## src/rtl/ctrl_pkg.sv

```systemverilog
// Shared opcode encodings, FSM state type and fixed decode constants
// for the pipelined control unit.
package ctrl_pkg;

    localparam logic [3:0] OP_WRALL = 4'b1000;
    localparam logic [3:0] OP_DIRV  = 4'b1001;
    localparam logic [3:0] OP_LOAD  = 4'b1010;
    localparam logic [3:0] OP_STORE = 4'b1011;
    localparam logic [3:0] OP_SHIFT = 4'b1100;
    localparam logic [3:0] OP_JMP   = 4'b1101;
    localparam logic [3:0] OP_NOP   = 4'b1110;
    localparam logic [3:0] OP_EOP   = 4'b1111;

    localparam logic [3:0] ALU_SEL_NOP = 4'b0111;

    typedef enum logic [1:0] {
        RUN    = 2'd0,
        SQUASH = 2'd1,
        DRAIN  = 2'd2,
        HALTED = 2'd3
    } state_t;

endpackage

```

## src/rtl/control_decode.sv

```systemverilog
// Purely combinational opcode decoder; produces the control word that the
// pipeline register captures when an instruction is accepted.
module control_decode
    import ctrl_pkg::*;
#(
    parameter int CFG_W = 2
) (
    input  logic [3:0]       i_op,
    input  logic             i_ctrl,
    input  logic [CFG_W-1:0] i_re_config,
    output logic [CFG_W-1:0] o_reg_wr,
    output logic             o_mem_wr,
    output logic             o_wr_bk_sel,
    output logic             o_ctrl_sel,
    output logic             o_jmp,
    output logic             o_eop,
    output logic [1:0]       o_dir_val,
    output logic [3:0]       o_alu_sel
);

    logic w_is_wrall;
    logic w_is_dirv;
    logic w_is_load;
    logic w_is_store;
    logic w_is_shift;
    logic w_is_jmp;
    logic w_is_nop;
    logic w_is_eop;
    logic w_no_wb;

    assign w_is_wrall = (i_op == OP_WRALL);
    assign w_is_dirv  = (i_op == OP_DIRV);
    assign w_is_load  = (i_op == OP_LOAD);
    assign w_is_store = (i_op == OP_STORE);
    assign w_is_shift = (i_op == OP_SHIFT);
    assign w_is_jmp   = (i_op == OP_JMP);
    assign w_is_nop   = (i_op == OP_NOP);
    assign w_is_eop   = (i_op == OP_EOP);

    // Opcodes that never write back to the register file.
    assign w_no_wb = w_is_store | w_is_jmp | w_is_nop | w_is_eop;

    assign o_reg_wr    = (w_is_wrall ? {CFG_W{1'b1}} : i_re_config) & ~{CFG_W{w_no_wb}};
    assign o_mem_wr    = w_is_store;
    assign o_wr_bk_sel = w_is_load;
    assign o_ctrl_sel  = i_ctrl & ~w_is_nop;
    assign o_jmp       = w_is_jmp;
    assign o_eop       = w_is_eop;
    assign o_dir_val   = {w_is_dirv & i_ctrl, w_is_shift};
    assign o_alu_sel   = w_is_nop ? ALU_SEL_NOP : i_op;

endmodule

```

## src/rtl/control_unit_pipe.sv

```systemverilog
// Single-stage control pipeline: registers decoded controls, squashes slots
// after a jump and drains the pipe to a halt after end-of-program.
module control_unit_pipe
    import ctrl_pkg::*;
#(
    parameter int CFG_W        = 2,
    parameter int JMP_FLUSH    = 2,
    parameter int DRAIN_CYCLES = 4
) (
    input  logic             clk,
    input  logic             rst,
    input  logic             in_valid,
    input  logic [3:0]       op,
    input  logic             ctrl,
    input  logic [CFG_W-1:0] re_config,
    input  logic             stall,
    output logic             out_valid,
    output logic             jmp,
    output logic             eop,
    output logic             ctrl_sel,
    output logic             mem_wr,
    output logic             wr_bk_sel,
    output logic [CFG_W-1:0] reg_wr,
    output logic [3:0]       alu_sel,
    output logic [1:0]       dir_val,
    output logic             fetch_hold,
    output logic             halted
);

    localparam int CNT_MAX = (JMP_FLUSH > DRAIN_CYCLES) ? JMP_FLUSH : DRAIN_CYCLES;
    localparam int CNT_W   = $clog2(CNT_MAX + 1);
    localparam logic [CNT_W-1:0] CNT_JMP   = CNT_W'(JMP_FLUSH);
    localparam logic [CNT_W-1:0] CNT_DRAIN = CNT_W'(DRAIN_CYCLES);
    localparam logic [CNT_W-1:0] CNT_ONE   = CNT_W'(1);

    state_t           r_state;
    state_t           w_state_nxt;
    logic [CNT_W-1:0] r_cnt;
    logic [CNT_W-1:0] w_cnt_nxt;
    logic             w_load;

    logic [CFG_W-1:0] w_reg_wr;
    logic             w_mem_wr;
    logic             w_wr_bk_sel;
    logic             w_ctrl_sel;
    logic             w_jmp;
    logic             w_eop;
    logic [1:0]       w_dir_val;
    logic [3:0]       w_alu_sel;

    logic             r_out_valid;
    logic             r_jmp;
    logic             r_eop;
    logic             r_ctrl_sel;
    logic             r_mem_wr;
    logic             r_wr_bk_sel;
    logic [CFG_W-1:0] r_reg_wr;
    logic [3:0]       r_alu_sel;
    logic [1:0]       r_dir_val;
    logic             r_fetch_hold;
    logic             r_halted;

    control_decode #(.CFG_W(CFG_W)) u_decode (
        .i_op        (op),
        .i_ctrl      (ctrl),
        .i_re_config (re_config),
        .o_reg_wr    (w_reg_wr),
        .o_mem_wr    (w_mem_wr),
        .o_wr_bk_sel (w_wr_bk_sel),
        .o_ctrl_sel  (w_ctrl_sel),
        .o_jmp       (w_jmp),
        .o_eop       (w_eop),
        .o_dir_val   (w_dir_val),
        .o_alu_sel   (w_alu_sel)
    );

    always_comb begin
        w_state_nxt = r_state;
        w_cnt_nxt   = r_cnt;
        w_load      = 1'b0;
        case (r_state)
            RUN: begin
                if (in_valid) begin
                    w_load = 1'b1;
                    if (w_jmp && (JMP_FLUSH > 0)) begin
                        w_state_nxt = SQUASH;
                        w_cnt_nxt   = CNT_JMP;
                    end else if (w_eop) begin
                        w_state_nxt = DRAIN;
                        w_cnt_nxt   = CNT_DRAIN;
                    end
                end
            end
            // Only slots that actually carry an instruction consume the flush budget.
            SQUASH: begin
                if (in_valid) begin
                    if (r_cnt <= CNT_ONE) begin
                        w_state_nxt = RUN;
                        w_cnt_nxt   = '0;
                    end else begin
                        w_cnt_nxt = r_cnt - CNT_ONE;
                    end
                end
            end
            DRAIN: begin
                if (r_cnt <= CNT_ONE) begin
                    w_state_nxt = HALTED;
                    w_cnt_nxt   = '0;
                end else begin
                    w_cnt_nxt = r_cnt - CNT_ONE;
                end
            end
            HALTED: begin
                w_state_nxt = HALTED;
            end
            default: begin
                w_state_nxt = RUN;
                w_cnt_nxt   = '0;
            end
        endcase
    end

    always_ff @(posedge clk) begin
        if (rst) begin
            r_state      <= RUN;
            r_cnt        <= '0;
            r_out_valid  <= 1'b0;
            r_jmp        <= 1'b0;
            r_eop        <= 1'b0;
            r_ctrl_sel   <= 1'b0;
            r_mem_wr     <= 1'b0;
            r_wr_bk_sel  <= 1'b0;
            r_reg_wr     <= '0;
            r_alu_sel    <= '0;
            r_dir_val    <= '0;
            r_fetch_hold <= 1'b0;
            r_halted     <= 1'b0;
        end else if (!stall) begin
            r_state      <= w_state_nxt;
            r_cnt        <= w_cnt_nxt;
            r_out_valid  <= w_load;
            r_jmp        <= w_load & w_jmp;
            r_eop        <= w_load & w_eop;
            r_ctrl_sel   <= w_load & w_ctrl_sel;
            r_mem_wr     <= w_load & w_mem_wr;
            r_wr_bk_sel  <= w_load & w_wr_bk_sel;
            r_reg_wr     <= w_load ? w_reg_wr : '0;
            r_alu_sel    <= w_load ? w_alu_sel : '0;
            r_dir_val    <= w_load ? w_dir_val : '0;
            r_fetch_hold <= (w_state_nxt == DRAIN) || (w_state_nxt == HALTED);
            r_halted     <= (w_state_nxt == HALTED);
        end
    end

    assign out_valid  = r_out_valid;
    assign jmp        = r_jmp;
    assign eop        = r_eop;
    assign ctrl_sel   = r_ctrl_sel;
    assign mem_wr     = r_mem_wr;
    assign wr_bk_sel  = r_wr_bk_sel;
    assign reg_wr     = r_reg_wr;
    assign alu_sel    = r_alu_sel;
    assign dir_val    = r_dir_val;
    assign fetch_hold = r_fetch_hold;
    assign halted     = r_halted;

endmodule

```

## config.mk

```make
export PLATFORM = sky130hd
export DESIGN_NAME = control_unit_pipe
export DESIGN_NICKNAME = d
export VERILOG_FILES = /design/src/rtl/ctrl_pkg.sv /design/src/rtl/control_decode.sv /design/src/rtl/control_unit_pipe.sv
export SDC_FILE = /design/constraint.sdc
export NUM_CORES = 1
export LEC_CHECK = 0
export CAP_MARGIN = 20
export CORE_ASPECT_RATIO = 0.6
export CORE_MARGIN = 2
export CORE_UTILIZATION = 40
export DETAILED_ROUTE_END_ITERATION = 10
export PLACE_DENSITY = 0.67
export SLEW_MARGIN = 25
export SYNTH_ARGS = -nofsm -noshare
export SYNTH_HDL_FRONTEND = slang
export SYNTH_SLANG_ARGS = --single-unit
```

## constraint.sdc

```tcl
create_clock -name clk -period 3.2 [get_ports clk]
set_input_delay 0.48 -clock clk [delete_from_list [all_inputs] [get_ports clk]]
set_output_delay 0.48 -clock clk [all_outputs]
set_load 0.01 [all_outputs]
```

[After elaboration in Yosys (flattened, before gate mapping)]
Index checks and enable logic that the tools add are counted.
Storage, ports and cells
  input port bits: 11
  bits in registers: 21
  output and inout bits: 16
  word-level logic and storage cells: 69
Operators by class
  mux-type cells: 20
  order comparisons: 1
  eq/ne operators: 16
  bitwise gates (word level): 14
  $add $sub $neg: 1
  reduce and logical (&&, ||, !) cells: 4
Operators by type and width (number)
  4-bit equality test (second input constant): 8
  2-bit 2-to-1 mux: 9
  3-bit 2-to-1 mux: 5
  3-bit one-hot mux with 3 select lines: 1
  2-bit equality test (second input constant): 4
  4-bit 2-to-1 mux: 2
  2-bit one-hot mux with 4 select lines: 1
  1-bit AND: 7
  5-bit AND reduction: 1
  2-bit inequality test (second input constant): 2
  3-bit by 1-bit less-or-equal comparator with 1-bit output (second input constant): 1
  3-bit by 1-bit inequality test with 1-bit output (second input constant): 1
  1-bit bitwise OR: 3
  3-bit nonzero test: 1
  3-bit by 1-bit subtractor with 3-bit output (second input constant): 1
  2-bit AND: 1
  2-bit by 1-bit equality test with 1-bit output (second input constant): 1
  2-bit zero test: 1
  1-bit 2-to-1 mux: 2
  1-bit inverter: 2
  2-bit inverter: 1
  1-bit logical OR: 1

[Logic depth before layout (Yosys ltp)]
Gate-level depths: netlist (run 1).
  depth after elaboration: 7
  mapped depth: 8
  gate-level depth less buffers: 7

[Hierarchy]
Synthesis (run 1) repeated with hierarchy kept, for this count alone.
Second synthesis, totals
  cell total of the unflattened synthesis: 136
  area total of the unflattened synthesis: 1139.8 µm²
By module, submodules not included
  control_unit_pipe: cells an instance 107, instances 1, seq. area each 400.4 µm², area an instance 970.9 µm²
  control_decode: cells an instance 29, instances 1, seq. area each 0.0 µm², area an instance 168.9 µm²

[Worst setup path after synthesis (run 1)]
Ideal clock, no wire load.
  kind: reg2reg
  from: register r_state[1]
  to: register r_cnt[2]
  arrival: 1551 ps
  cell stages (with the launch flop): 7
  slack: 1515 ps
  path buffers: 0
  required time: 3066 ps
  clock period less this slack: 1685 ps
  setup time: 134 ps
  path through: dfxtp_1 inv_1 ha_1 nor4b_1 a211oi_4 o21ai_0 a21oi_1
Between the ends
  word-level cells in the longest chain between the ends: 3
  elaborated cells on any way between the ends: 9
  those cells by class: eq/ne: 5; mux: 1; reduce/logical: 3
Ends and longest elaborated chain
  start: declaration: RTL line control_unit_pipe.sv:36  | state_t r_state;
  start signal: assignment: RTL line control_unit_pipe.sv:139  | r_state <= w_state_nxt;
  2-bit by 1-bit equality test with 1-bit output, or another cell as far along: RTL line control_unit_pipe.sv:81  | case (r_state)
  2-bit inequality test (no source line), or another cell as far along
  5-bit AND reduction (no source line)
  end signal: assignment: RTL line control_unit_pipe.sv:140  | r_cnt <= w_cnt_nxt;
  end: declaration: RTL line control_unit_pipe.sv:38  | logic [CNT_W-1:0] r_cnt;
Parallel ways exist; a longest one is shown, timed or not.
A chain may end at the register's enable or synchronous reset.

[Worst setup path in the final report (run 1)]
  from: input stall
  to: register r_cnt[0]
Between the ends
  word-level cells in the longest chain between the ends: 2
Ends and longest elaborated chain
  start: declaration: RTL line control_unit_pipe.sv:16  | input logic stall,
  1-bit inverter (no source line)
  5-bit AND reduction (no source line)
Every way passes these cells.

==> results of run 1 <==
synthesized netlist by cell type, drive strengths merged:
library cell	n	share of area, %
nand3	1	0.94
nand2	11	3.9
a221oi	2	2.2
nor3b	2	1.4
nand3b	1	0.70
nand2b	4	2.3
nor3	1	0.47
nor2b	2	1.2
o22ai	3	1.8
inv	6	2.1
ha	7	8.2
and3	1	0.59
nor2	18	6.3
a31oi	2	1.2
o21ai	5	2.3
o21ba	1	0.94
o21bai	2	1.4
a211oi	2	2.6
o31a	1	0.82
a21oi	16	7.5
o32ai	2	1.6
dfxtp	20	37
and3b	1	0.82
nand4	3	1.8
a211o	1	0.82
nor4bb	1	0.94
clkbuf	5	1.8
a22oi	5	3.5
o211ai	1	0.70
nor4b	1	0.82
buf	2	0.94
sequential cells by signal, indices dropped and copies added, names as in the netlist:
| register | flops |
|---|---|
| r_cnt | 3 |
| r_state | 2 |
| jmp | 1 |
| eop | 1 |
| out_valid | 1 |
| dir_val | 2 |
| mem_wr | 1 |
| halted | 1 |
| reg_wr | 2 |
| ctrl_sel | 1 |
| wr_bk_sel | 1 |
| alu_sel | 4 |
power breakdown:
part / leakage, nW / internal, mW / switching (mW)
registers: 0.162 / 0.257 / 0.00611
logic: 0.314 / 0.0493 / 0.0591
clock network: 0.0357 / 0.167 / 0.0873
total: 0.512 / 0.474 / 0.153
per-layer routing:
layer | part of all wire (%) | routed length, µm
met1 | 50 | 1316
met5 | 0 | 0
met3 | 4.2 | 109
met2 | 44 | 1146
met4 | 1.4 | 36
final timing paths:
check / cells after the start / slack, ns / end
setup / recovery: 6 / 1.15 / r_cnt[0]$_SDFFE_PP0P_
hold / removal: 2 / 0.46 / dir_val[1]$_SDFFE_PP0N_
setup reg to reg: 6 / 1.41 / r_cnt[2]$_SDFFE_PP0P_
hold reg to reg: 2 / 0.46 / dir_val[1]$_SDFFE_PP0N_
critical path: cells and delay by family:
kind                   cells  cell delay (ns)
AO/OA/AOI/OAI              2             0.47
AND/OR/NAND/NOR            3             0.47
buffers and inverters      1             0.77
layout make-up:
type,count,share of cell area (%)
Clock buffer,3,2.910
Inverter,6,1.587
Tap cell,32,2.822
Sequential cell,20,28.22
Timing Repair Buffer,27,18.87
Multi-Input combinational cell,97,43.47
Clock inverter,1,2.116
kinds of logic (layout without fill, tap and decap cells):
logic type,Yosys count,count (layout)
simple gates,47,47
compound gates,43,43
flops,20,20
buf+inv,13,37
fa+ha+maj,7,7
per-stage QoR:
stage	total power, mW	std cells	utilization, %	instance area, µm²	setup slack (ns)
global placement	0.3741	182	53.42	1348	0.9611
CTS	0.6257	186	56.25	1419	1.159
floorplan	0.3334	130	-	1069	1.515
global route	0.6541	186	56.25	1419	0.9852
detailed placement	0.3756	182	53.42	1348	0.8880
finish	0.6263	186	56.25	1419	1.147
==> results_dict.tcl, run 1 <==
set metrics [dict create \
    status "finished, final reports clean" \
    final_common_cell "clkdlybuf4s50_1" \
    yosys.area_share.simple_pct 22.13 \
    leakage_nw 0.5121 \
    cts_max_level 1 \
    clkTransAtPathRegs_ns 0.08 \
    startpoint "stall" \
    fin_skew_ns 0.004847 \
    rsz0062_at_grt "no" \
    row_count 14 \
    grt_pass1_wl_um 4388 \
    ir_drop_uv 283.6 \
    syn_inst 130 \
    postCtsSetupBuffers 0 \
    via_count 1018 \
    antenna_left 0 \
    ctsResizeCount 0 \
    ys_ff_latch 20 \
    viasPerCell 5.473 \
    die_h_um 44.04 \
    grt_max_degree 22 \
    hp-start "dir_val[1]$_SDFFE_PP0N_" \
    r2r_start "r_state[1]$_SDFFE_PP0N_" \
    max_slew_margin_pct 49.89 \
    fmax_ghz 0.4870 \
    dr.pass1.iters 4 \
    multi_input_area_um2 616.8 \
    worstMarginPinSlew_ns 0.7493 \
    cp.required_ns 3.33 \
    cp.arrival_ns 2.18 \
    synthXorXnorAreaFrac_pct 0 \
    die_x_um 70.73 \
    io_pins 27 \
    antenna_found_initial 0 \
    final-max-slew-violation-count 0 \
    drt_wl_total_um 2609 \
    tns_ns 0 \
    cts_tree "built" \
    grt_usage_pct 18.07 \
    yosysSeqAreaShare_pct 37.47 \
    setup_viol 0 \
    worstSetupPathType "input port to flip-flop" \
    nFillCells 240 \
    synth_top_family_by_area "compound AO/OA/AOI/OAI gates" \
    port_buffers 26 \
    netlist_area_um2 1069 \
    cts_sinks 20 \
    gp_congestion 0.8159 \
    slowest_stage "clkdlybuf4s50_1" \
    yosys_warnings 0 \
    hp-class "flip-flop to flip-flop" \
    grtUsageMet1_pct 24.05 \
    synth_fa_ha_area_share_pct 8.197 \
    busiest_layer "met2" \
    hpwl_um 1863 \
    drc 0 \
    holdBufCountCts 0 \
    fin_crit_ns 2.053 \
    post-route-period-util_pct 64.16 \
    grt_pass1_vias 981 \
    slowest_delay_ns 0.77 \
    cts_root_buf "clkbuf_8" \
    hold_viol 0 \
    dr.first_iter.drc_count 56 \
    synth-compound-area-share_pct 27.40 \
    ys_types 33 \
    clk_path_buf_depth 2 \
    end_kind "flip-flop" \
    syn2layout_area_growth_pct 32.79 \
    maxCapViolations 0 \
    final_nets 173 \
    wire_per_inst_um 14.03 \
    use_met3_pct 5.467 \
    use_met2_pct 28.79 \
    numCtsBuffers 3 \
    gr-total-overflow 0 \
    startpoint_type "input port" \
    drive_gt1_share_pct 5.195 \
    path_cells "clkdlybuf4s50_1, and3b_1, a211oi_4, nor3_1, a21oi_1, nor2_1" \
    core_um2 2522 \
    start_util_pct 42.36 \
    path_max_fanout 14 \
    avgSynthCellArea_um2 8.219 \
    diodes 0 \
    dieArea_um2 3114 \
    synth.area.mux_share_pct 0 \
    ff_latch_area_um2 400.4 \
    final_cell_mix "clkdlybuf4s50_1, dfxtp_1, nor2_1" \
    clock_latency_ns 0.26 \
    synth_fp_nets 148 \
    holdWs_ns 0.4636 \
    p_per_area_nw_per_um2 441.4 \
]
No activity file was read; power rests on OpenSTA's default activity.
==> run 2: changes to the inputs <==
Clock period 3.2 ns to 2.05 ns, I/O delays scaled along.
==> run 2 against run 1 <==
Against the previous run:
- worst hold slack gained 0.00091 ns
- via count rose by 2.3%
- setup slack got worse by 0.88 ns
- power grew 58%
- largest power group unchanged
- first-iteration DRC count up 23%
- sequential power increased by 56%
- flip-flop and latch count is the same
- sequential share of layout area is 1.3 points lower
- utilization rose by 2.7 points
- combinational power increased by 73%
==> results_dict.tcl, run 2 (synthesis gave the netlist of run 1 again) <==
set metrics [dict create \
    status "finished, final reports clean" \
    timing.rr.end "r_cnt[0]$_SDFFE_PP0P_" \
    dr.pass1.iters 4 \
    holdBufCountCts 0 \
    start_util_pct 42.36 \
    via_count 1041 \
    worstSetupPathDepth 7 \
    gr-total-overflow 0 \
    drive_gt1_share_pct 10.43 \
    holdWs_ns 0.4645 \
    final_nets 182 \
    cts_max_level 1 \
    grt_max_degree 14 \
    fmax_ghz 0.5608 \
    maxCapViolations 0 \
    io_pins 27 \
    startpoint "r_state[1]$_SDFFE_PP0N_" \
    critPathTopFamily "simple AND/OR/NAND/NOR gates" \
    die_h_um 44.04 \
    antenna_left 0 \
    diodes 0 \
    cp.arrival_ns 1.99 \
    final_common_cell "clkdlybuf4s50_1" \
    grt_pass1_vias 979 \
    drt_wl_total_um 2740 \
    drc 0 \
    p_per_area_nw_per_um2 667.1 \
    crit_path_end "r_cnt[0]$_SDFFE_PP0P_" \
    worstMarginPinSlew_ns 0.5400 \
    setup_viol 0 \
    ctsResizeCount 0 \
    post-route-period-util_pct 86.99 \
    hpwl_um 2095 \
    cp.required_ns 2.26 \
    rsz0062_at_grt "no" \
    clkTransAtPathRegs_ns 0.07 \
    grt_pass1_wl_um 4602 \
    fin_skew_ns 0.001999 \
    worst-path-buf-inv 1 \
    viasPerCell 5.338 \
    hp-class "flip-flop to flip-flop" \
    nFillCells 234 \
    worstSetupPathType "flip-flop to flip-flop" \
    cts_tree "built" \
    hold_viol 0 \
    wire_per_inst_um 14.05 \
    row_count 14 \
    r2r_start "r_state[1]$_SDFFE_PP0N_" \
    grt_usage_pct 19.37 \
    end_kind "flip-flop" \
    startpoint_type "flip-flop" \
    gp_congestion 0.7963 \
    dieArea_um2 3114 \
    rrSetupSlack_ns 0.27 \
    slowest_delay_ns 0.50 \
    die_x_um 70.73 \
    cts_sinks 20 \
    clock_latency_ns 0.26 \
    numCtsBuffers 3 \
    syn2layout_area_growth_pct 39.11 \
    final-max-slew-violation-count 0 \
    largest_reg_flops 4 \
    slowest_stage "nor4b_1" \
    postCtsSetupBuffers 0 \
    ff2ff_path_depth 7 \
    antenna_found_initial 0 \
    clk_path_buf_depth 2 \
    leakage_nw 0.5558 \
    tns_ns 0 \
    fin_crit_ns 1.783 \
    core_um2 2522 \
    port_buffers 26 \
    max_slew_margin_pct 63.51 \
    dr.first_iter.drc_count 69 \
    path_cells "inv_1, ha_1, nor4b_1, a211oi_4, nor3_1, a21oi_1, nor2_1" \
    final_cell_mix "clkdlybuf4s50_1, dfxtp_1, nor2_1" \
    ir_drop_uv 361.7 \
    path_max_fanout 6 \
    cts_root_buf "clkbuf_8" \
]
-- run 2: changes by cell type in the layout (fill, tap and decap cells not counted), sizes merged --
cell | previous run | this run
buf | 1 | 10
-- run 2: report_power, final --
part	internal, mW	switching, mW	leakage (nW)
Clock	0.261	0.134	0.0357
Sequential	0.402	0.00819	0.162
Combinational	0.0889	0.0976	0.358
Total	0.751	0.240	0.556
-- run 2: how the worst min path moves through the flow --
stage / depth (start not counted) / end / start / slack (ns)
final: 2 / mem_wr$_SDFFE_PP0N_ / mem_wr$_SDFFE_PP0N_ / 0.46
after detailed placement: 2 / dir_val[1]$_SDFFE_PP0N_ / dir_val[1]$_SDFFE_PP0N_ / 0.46
after CTS: 2 / dir_val[1]$_SDFFE_PP0N_ / dir_val[1]$_SDFFE_PP0N_ / 0.47
after floorplan: 2 / alu_sel[2]$_SDFFE_PP0N_ / op[2] / 0.45
after global routing: 2 / mem_wr$_SDFFE_PP0N_ / mem_wr$_SDFFE_PP0N_ / 0.49
after global placement: 2 / mem_wr$_SDFFE_PP0N_ / mem_wr$_SDFFE_PP0N_ / 0.45
-- run 2: per-stage QoR --
stage	util (%)	power [mW]	instances	setup WS (ns)	instance area, µm²
detailed placement	56.10	0.6030	191	0.1536	1415
global placement	56.10	0.6011	191	0.1688	1415
floorplan	-	0.5205	130	0.3654	1069
CTS	58.93	0.9990	195	0.2510	1486
global route	58.93	1.042	195	0.003779	1486
finish	58.93	0.9916	195	0.2667	1486
-- run 2: layout make-up --
cell class                 instances  area, µm²  share of cell area [%]
multi-input combinational         97      616.8                   41.50
tap                               32      40.04                   2.694
clock buffer                       3      41.29                   2.778
timing repair buffer              36      335.3                   22.56
sequential                        20      400.4                   26.94
clock inverter                     1      30.03                   2.020
inverter                           6      22.52                   1.515
-- run 2: worst min-delay path, stage by stage, from the launching register on --
cell     delay (ns)
dfxtp_1        0.31
nand2_1        0.06
a21oi_1        0.05
-- run 2: metal layers --
metal,global-route usage [%],share of wire [%]
met2,28.41,42
met3,5.923,5.7
met1,27.25,52
met4,7.170,0.99
met5,0,0
==> run 3: changes to the inputs <==
Settings changed: CORE_UTILIZATION 40 to 47, PLACE_DENSITY 0.67 to 0.77.
==> run 3 against run 2 <==
Against the previous run:
- count of clock-buffer cells in the layout unchanged
- power increased by 0.31%
- register-to-register slack got worse by 0.12 ns
- fmax decreased by 6.2%
- routed wire length increased by 0.22%
- clock skew increased by 0.0015 ns
- final area decreased by 0.84%
- via count increased by 2.4%
- sequential share of layout area increased by 0.23 points
- combinational power decreased by 3%
- global-route usage increased by 2.7 points
==> results_dict.tcl, run 3 (synthesis gave the netlist of run 1 again) <==
set metrics [dict create \
    fmax_ghz 0.5262 \
    slowest_delay_ns 0.42 \
    maxCapViolations 0 \
    via_count 1066 \
    gr-total-overflow 0 \
    place_inst 187 \
    timing.rr.end "r_cnt[1]$_SDFFE_PP0P_" \
    dpl_cell_area_um2 1398 \
    grt_usage_pct 22.03 \
    startpoint_type "flip-flop" \
    final_common_cell "clkdlybuf4s50_1" \
    drive_gt1_share_pct 9.938 \
    drc 0 \
    core_um2 2163 \
    dr.first_iter.drc_count 72 \
    fin_skew_ns 0.003485 \
    final-max-slew-violation-count 0 \
    holdBufCountCts 0 \
    port_buffers 26 \
    clk_path_buf_depth 2 \
    dr.pass1.iters 4 \
    wire_per_inst_um 14.38 \
    hp-start "out_valid$_SDFFE_PP0N_" \
    largest_reg_flops 4 \
    start_util_pct 49.39 \
    slowest_stage "dfxtp_1" \
    hold_path_depth 2 \
    cts_max_level 1 \
    tns_ns 0 \
    path_cells "inv_1, ha_1, and3b_1, a211oi_4, nor2_1, a211oi_2" \
    rsz0062_at_grt "no" \
    fin_ws_ns 0.1495 \
    clock_latency_ns 0.26 \
    ff2ff_path_depth 6 \
    place_ws_ns 0.1325 \
    numCtsBuffers 3 \
    die_x_um 65.56 \
    rrSetupSlack_ns 0.15 \
    grt_max_degree 17 \
    final_cells 191 \
    row_count 13 \
    worstMarginPinSlew_ns 0.5138 \
    die_h_um 40.94 \
    worstSetupPathDepth 6 \
    fin_crit_ns 1.900 \
    hold_viol 0 \
    worstSetupPathType "flip-flop to flip-flop" \
    ir_drop_uv 427.4 \
    leakage_nw 0.5473 \
    antenna_found_initial 0 \
    p_per_area_nw_per_um2 674.8 \
    clkTransAtPathRegs_ns 0.08 \
    io_pins 27 \
    grt_pass1_wl_um 4284 \
    gp_congestion 0.8414 \
    cts_root_buf "clkbuf_8" \
    viasPerCell 5.581 \
    final_nets 180 \
    nFillCells 186 \
    grt_pass1_vias 916 \
    final_cell_area_um2 1474 \
    hp-class "flip-flop to flip-flop" \
    cp.arrival_ns 2.09 \
    dieArea_um2 2683 \
    antenna_left 0 \
    end_kind "flip-flop" \
    critPathTopFamily "compound AO/OA/AOI/OAI gates" \
    max_slew_margin_pct 65.27 \
    cp.required_ns 2.24 \
    cts_tree "built" \
    worst-path-buf-inv 1 \
    hold-path-endpoint "out_valid$_SDFFE_PP0N_" \
    drt_wl_total_um 2746 \
    post-route-period-util_pct 92.71 \
    setup_viol 0 \
    r2r_start "r_state[0]$_SDFFE_PP0N_" \
    path_max_fanout 6 \
    final_cell_mix "clkdlybuf4s50_1, dfxtp_1, nor2_1" \
    hpwl_um 2101 \
    diodes 0 \
    cts_sinks 20 \
    holdWs_ns 0.4677 \
    status "finished, final reports clean" \
    syn2layout_area_growth_pct 37.94 \
]
## run 3: cell types whose count changed in the layout (fill, tap and decap cells not counted)
cell,delta
buf_4,-2
a211oi_1,-1
a211oi_2,+1
## run 3: what timing repair did
item	4_1_cts	5_1_grt
endpoints found under the setup margin	0	1
endpoints found under the hold margin	0	0
gates resized for setup	0	1
setup buffers	0	0
## run 3: power breakdown
group	internal, mW	leakage, nW	total, mW	switching [mW]
sequential	0.402	0.162	0.412	0.0105
clock	0.261	0.0357	0.400	0.140
combinational	0.0861	0.349	0.182	0.0960
## run 3: metal layers
layer | share of wire (%) | track usage, % | vias to the layer above
met1 | 48 | 27.56 | 497
met5 | 0 | 0 | -
met3 | 7.9 | 8.242 | 6
li1 | - | - | 524
met2 | 44 | 37.76 | 39
met4 | 1.1 | 4.167 | 0
## run 3: worst max-delay path by stage
stage                       startpoint                endpoint  slack, ns
6_report       r_state[0]$_SDFFE_PP0N_   r_cnt[1]$_SDFFE_PP0P_       0.15
3_3_place_gp                  in_valid  wr_bk_sel$_SDFFE_PP0N_       0.18
2_1_floorplan  r_state[1]$_SDFFE_PP0N_   r_cnt[2]$_SDFFE_PP0P_       0.37
4_1_cts        r_state[0]$_SDFFE_PP0N_   r_cnt[1]$_SDFFE_PP0P_       0.20
5_1_grt        r_state[0]$_SDFFE_PP0N_   r_cnt[1]$_SDFFE_PP0P_       0.02
3_5_place_dp                     stall   r_cnt[1]$_SDFFE_PP0P_       0.13
## run 3: per-stage QoR
| stage | power, mW | util (%) |
|---|---|---|
| after global routing | 1.029 | 68.13 |
| after floorplan | 0.5205 | - |
| after detailed placement | 0.5978 | 64.60 |
| after global placement | 0.5942 | 64.60 |
| after CTS | 0.9897 | 67.90 |
| final | 0.9946 | 68.13 |
## run 3: worst register-to-register path, stage by stage (launching register included)
cell and delay (ns):
dfxtp_1 0.42, inv_1 0.15, ha_1 0.25, and3b_1 0.27, a211oi_4 0.39, nor2_1 0.13
a211oi_2 0.21
## run 3: layout make-up
class | instances | area [µm²] | area share, %
multi-input combinational | 97 | 621.8 | 42.19
sequential | 20 | 400.4 | 27.16
timing repair buffer | 34 | 320.3 | 21.73
clock buffer | 3 | 41.29 | 2.801
tap | 30 | 37.54 | 2.547
clock inverter | 1 | 30.03 | 2.037
inverter | 6 | 22.52 | 1.528
